File: config.mk
export PLATFORM = sky130hd
export DESIGN_NAME = video_modulator_phase_seq
export DESIGN_NICKNAME = d
export VERILOG_FILES = /design/src/rtl/video_modulator_phase_seq.sv
export SDC_FILE = /design/constraint.sdc
export NUM_CORES = 1
export LEC_CHECK = 0
export CORE_UTILIZATION = 50
export CTS_CLUSTER_SIZE = 20
export DETAILED_ROUTE_END_ITERATION = 12
export PLACE_DENSITY = 0.75
export SKIP_CTS_REPAIR_TIMING = 1
export SYNTH_ARGS = -nofsm -noshare
export SYNTH_HDL_FRONTEND = slang
export SYNTH_SLANG_ARGS = --single-unit
export TNS_END_PERCENT = 20
File: constraint.sdc
create_clock -name clk -period 3.2 [get_ports clk]
set_input_delay 0.64 -clock clk [delete_from_list [all_inputs] [get_ports clk]]
set_output_delay 0.64 -clock clk [all_outputs]
set_load 0.03 [all_outputs]
File: src/rtl/video_modulator_phase_seq.sv
// video_modulator_phase_seq: subcarrier phase accumulator sequencing sin/cos lookups through one shared LUT
module video_modulator_phase_seq #(
  parameter int ACC_W = 24
) (
  input  logic             clk,
  input  logic             rst_n,
  input  logic             en,
  input  logic             acc_clear,
  input  logic             line_start,
  input  logic             pal_mode,
  input  logic [ACC_W-1:0] phase_inc,
  output logic [8:0]       lut_phase,
  input  logic [7:0]       lut_value,
  output logic [7:0]       sin_out,
  output logic [7:0]       cos_out,
  output logic             out_valid,
  output logic             busy,
  output logic             overrun
);
  typedef enum logic [1:0] {IDLE, REQ_SIN, REQ_COS, CAP_COS} state_t;
  state_t           state, state_nx;
  logic [ACC_W-1:0] acc, acc_base;
  logic [8:0]       p;
  logic             parity, par_eff, par, accept;
  // next state plus the clear/parity values that take effect in this same cycle
  always_comb begin
    acc_base = acc_clear ? '0 : acc;
    par_eff  = parity ^ line_start;
    busy     = state != IDLE;
    accept   = !busy && en;
    state_nx = IDLE;
    case (state)
      IDLE:    state_nx = en ? REQ_SIN : IDLE;
      REQ_SIN: state_nx = REQ_COS;
      REQ_COS: state_nx = CAP_COS;
      default: state_nx = IDLE;
    endcase
  end
  // state register
  always_ff @(posedge clk or negedge rst_n)
    if (!rst_n) state <= IDLE;
    else        state <= state_nx;
  // accumulator, line parity, LUT addressing and sample capture
  always_ff @(posedge clk or negedge rst_n)
    if (!rst_n) begin
      acc       <= '0;
      parity    <= 1'b0;
      par       <= 1'b0;
      p         <= '0;
      lut_phase <= '0;
      sin_out   <= '0;
      cos_out   <= '0;
      out_valid <= 1'b0;
      overrun   <= 1'b0;
    end else begin
      acc       <= accept ? acc_base + phase_inc : acc_base;
      parity    <= par_eff;
      overrun   <= overrun | (en & busy);
      out_valid <= state == CAP_COS;
      if (accept) begin
        p   <= acc_base[ACC_W-1 -: 9];
        par <= par_eff;
      end
      if (state == REQ_SIN) lut_phase <= p;
      if (state == REQ_COS) begin
        sin_out   <= lut_value;
        lut_phase <= p + 9'd128;
      end
      if (state == CAP_COS) cos_out <= (pal_mode & par) ? 8'd0 - lut_value : lut_value;
    end
endmodule

* Word level (Yosys, flattened, before mapping)
Index checks and enable logic that the tools add are counted.
** Word-level totals
- Bits in registers :: 64
- Input port bits :: 38
- Output and inout port bits :: 28
- Logic and storage cells :: 32
** Cells by class
- Add/subtract/negate cells :: 3
- Eq/ne operators :: 3
- Muxes and demuxes :: 7
- Bitwise logic cells :: 4
- Reduce and logical (&&, ||, !) cells :: 5
** Operator list (count)
- $mux W24 :: 2
- $add A24 B24 Y24 :: 1
- $mux W9 :: 2
- $add A9 B8 Y9 const B :: 1
- $mux W8 :: 1
- $sub A1 B8 Y8 const A :: 1
- $pmux W2 S3 :: 1
- $eq A2 B2 Y1 const B :: 2
- $reduce_bool A2 Y1 :: 2
- $and A1 B1 Y1 :: 2
- $eq A2 B1 Y1 const B :: 1
- $logic_not A2 Y1 :: 1
- $logic_and A1 B1 Y1 :: 1
- $logic_not A1 Y1 :: 1
- $mux W1 :: 1
- $or A1 B1 Y1 :: 1
- $xor A1 B1 Y1 :: 1

* Depth between registers and ports, before layout
- Word-level depth :: 4
- Mapped depth :: 11
- Gate-level depth less buffers :: 10

* Worst setup path before layout
OpenSTA, ideal clock, no wires.
- Kind :: input port to flip-flop
- Start point :: input port acc_clear
- End point :: register acc[22]
- Library setup time :: 0.069 ns
- Arrival :: 2.836 ns
- Data required time :: 3.131 ns
- Setup slack :: 0.295 ns
- Stages :: 11
- Path buffers :: 1
- Cells stage by stage :: clkbuf_1 -> nor2b_1 -> ha_1 -> inv_1 -> fa_1 -> and2b_1 -> o2111ai_1 -> a21o_1 -> and3b_4 -> or4_1 -> nand3_1
** On the way
- Cells in the longest elaborated chain, start to end :: 3
** Ends and longest elaborated chain
- start: declaration :: RTL line 8 : input logic acc_clear,
- $mux W24 (*) :: RTL line 27 : acc_base = acc_clear ? '0 : acc;
- $add A24 B24 Y24 :: RTL line 56 : acc <= accept ? acc_base + phase_inc : acc_base;
- $mux W24 (*) :: RTL line 56
- end signal: assignment :: RTL line 56
- end: declaration :: RTL line 22 : logic [ACC_W-1:0] acc, acc_base;
Every way passes the cells marked *; elsewhere a longest branch is shown, timed or not.
A chain may end at the register's enable or synchronous reset.

* Worst setup path after layout
- Start point :: input port acc_clear
- End point :: register acc[16]
The elaborated chain is that of the path after synthesis.

==> results.py <==
metrics = {
    "synth": {
        "ys_types": 56,
        "syn_area_per_cell_sq_um": 9.022,
        "yosysTopAreaCell": "dfrtp_1",
        "synthesis.area_sq_um": 4105,
        "synth_seq_cells": 64,
        "ys_top_cells_by_count": "78 x nand2_1, 64 x dfrtp_1, 33 x a21oi_1",
        "synth-edff-count": 0,
        "synth.top_cells.by_area": "dfrtp_1 39%, ha_1 8.2%, nand2_1 7.1%",
        "synth_flop_cell": "dfrtp_1",
        "ys_seq_area_share_pct": 39.01,
        "async_reset_ff_share_pct": 100.0,
        "ys_warn_count": 0,
        "synth_top_cell_area_share_pct": 39.01,
        "synth_most_common_cell": "nand2_1",
        "syn-num-nets": 521,
        "synthCells": 455,
    },
    "global_routing": {
        "overflow": 0,
        "first_global_vias": 3762,
        "grt_pass1_wl_microns": 17420,
        "antenna_found_initial": 0,
        "track_usage_pct": 25.77,
        "grt_max_degree": 65,
    },
    "cts": {
        "cts.sinks": 64,
        "clk_pin_slew_ns": 0.08,
        "clk_path_buf_depth": 2,
        "cts_tree": "done",
        "cts-buffers-inserted": 9,
        "cts_root_buf": "clkbuf_8",
        "worstSkewPairLatency_ns": 0.35,
        "h-tree-depth": 3,
    },
    "pwr": {
        "p_sw_mw": 1.746,
        "seqPwrFrac_pct": 30.5,
        "p_int_mw": 2.527,
        "pwr-share-clk_pct": 14.2,
        "peakVddDrop_uv": 279.5,
        "power_density_nw_per_um2": 787.2,
        "comb_power_share_pct": 55.2,
        "p_sw_share_pct": 40.87,
        "p_leak_nw": 2.515,
    },
    "sta": {
        "period_minus_slack_ns": 3.055,
        "max_freq_ghz": 0.3273,
        "finalCritPeriodShare_pct": 95.47,
        "finalClockSkew_ns": 0.01224,
        "setup_viol": 0,
        "slew_headroom_pct": 47.17,
        "rsz0062_at_grt": "no",
        "hold_ws_ns": 0.4543,
        "finalMaxSlewViolations": 0,
        "finalHoldViolations": 0,
        "tightestPinTransition_ns": 0.7924,
    },
    "finish": {
        "area_growth_pct": 32.25,
        "fin_util_pct": 69.18,
        "fin_cells": 680,
        "drive_gt1_share_pct": 18.86,
        "n_antenna_cell": 0,
        "nets": 639,
        "fillCellCount": 605,
    },
    "floorplan": {
        "dieHeight_microns": 92.61,
        "pin_count": 66,
        "die-area_sq_um": 8577,
        "rows": 32,
        "core_region_area_sq_um": 7848,
        "chipWidth_microns": 92.61,
        "initial_core_util_pct": 52.31,
    },
    "drt": {
        "vias": 3708,
        "drc_errors": 0,
        "drt_iter0_drc": 139,
        "routed_via_density": 5.453,
        "ant_nets": 0,
        "dr.pass1.iters": 4,
        "wl_per_cell_microns": 14.75,
        "drt_wl_total_microns": 10030,
    },
    "worst_setup_path": {
        "reg2reg_slack_ns": 0.68,
        "crit_start": "acc_clear",
        "rr_endpoint": "acc[16]",
        "cp_max_fo": 6,
        "critPathArrivalTime_ns": 3.34,
        "end_kind": "flop",
        "worstPathRequired_ns": 3.49,
        "r2r-start": "acc[0]",
        "critPathKind": "in -> reg",
        "crit_end": "acc[16]",
        "reg2regPathDepth": 10,
        "critPathLaunchType": "input port",
    },
    "place": {
        "io_buffers": 65,
        "gp_congestion": 0.8799,
        "dpl.hpwl_microns": 7763,
        "place_inst": 664,
    },
    "job": {
        "cap_violations": 0,
    },
    "min_path": {
        "hp-class": "in -> async",
    },
    "status": {
        "status": "finished clean",
    },
}
[metrics by stage]
stage                     worst slack, ns  total power, mW  TNS, ns  cell area [sq um]
final                              0.1449            4.273        0               5429
after global routing              0.01282            4.574        0               5429
after CTS                          0.1439            4.292        0               5421
after detailed placement          -0.2029            3.675   -1.221               5258
after global placement            -0.1597            3.613  -0.9164               5258
after floorplan                    0.2953            2.775        0               4105
[per-layer routing]
metal / GRT usage (%) / vias to the layer above / share of wire [%]
met5: 0 / - / 0
met4: 8.590 / 0 / 2.1
met2: 41.42 / 111 / 46
met1: 34.58 / 1726 / 47
li1: - / 1851 / -
met3: 5.583 / 20 / 4.7
[state kept, by name, summed over array words and instances (netlist names)]
name       cells
acc           24
lut_phase      9
p              9
cos_out        8
sin_out        8
state          2
out_valid      1
overrun        1
par            1
parity         1
[how the worst min path moves through the flow]
stage | startpoint | endpoint
2_1_floorplan | rst_n | acc[0]
3_3_place_gp | overrun | overrun
3_5_place_dp | parity | parity
4_1_cts | parity | parity
5_1_grt | parity | parity
6_report | rst_n | cos_out[5]
[power groups by stage]
| stage | registers (mW) | logic [mW] | clock network (mW) |
|---|---|---|---|
| global placement | 1.31 | 2.31 | 0 |
| global route | 1.35 | 2.57 | 0.657 |
| CTS | 1.31 | 2.36 | 0.619 |
| floorplan | 1.62 | 1.15 | 0 |
| detailed placement | 1.32 | 2.35 | 0 |
| finish | 1.31 | 2.36 | 0.607 |
[logic make-up (layout without fill, tap and decap cells)]
logic type	count (synthesis)	count (layout)	share of synthesized area, %
simple gates	184	184	21.91
compound gates	103	103	16.67
flops	64	64	39.01
buf+inv	34	157	3.566
fa+ha+maj	28	28	8.717
xor+xnor	21	21	4.480
mux	21	21	5.638
[critical path, stage by stage]
cell and delay (ns):
clkdlybuf4s50_1 0.52, buf_4 0.19, nand2b_1 0.18, fa_1 0.43
and2b_1 0.23, o2111ai_1 0.15, a21o_1 0.23, a31o_2 0.28
or4_1 0.41, nand3_1 0.08
[placed cells by master (no fill, tap or decap), types with 5 or more instances in the layout]
cell type,count
a21o_1,7
a21oi_1,33
and3_1,5
buf_4,64
clkbuf_8,9
clkdlybuf4s50_1,64
dfrtp_1,64
ha_1,27
inv_1,12
mux2_2,17
nand2_1,78
nand3_1,14
nand4_1,10
nor2_1,27
nor2b_1,22
o21a_1,7
o21ai_0,19
xnor2_1,14
xor2_1,7
[final cells by class]
| class | count | area [sq um] | share of cell area (%) |
|---|---|---|---|
| clock inverter | 6 | 36.28 | 0.6684 |
| clock buffer | 10 | 127.6 | 2.351 |
| sequential | 64 | 1602 | 29.50 |
| inverter | 12 | 45.04 | 0.8297 |
| multi-input combinational | 357 | 2365 | 43.56 |
| timing repair buffer | 129 | 1126 | 20.74 |
| tap | 102 | 127.6 | 2.351 |
(Power assumes the default switching activity.)
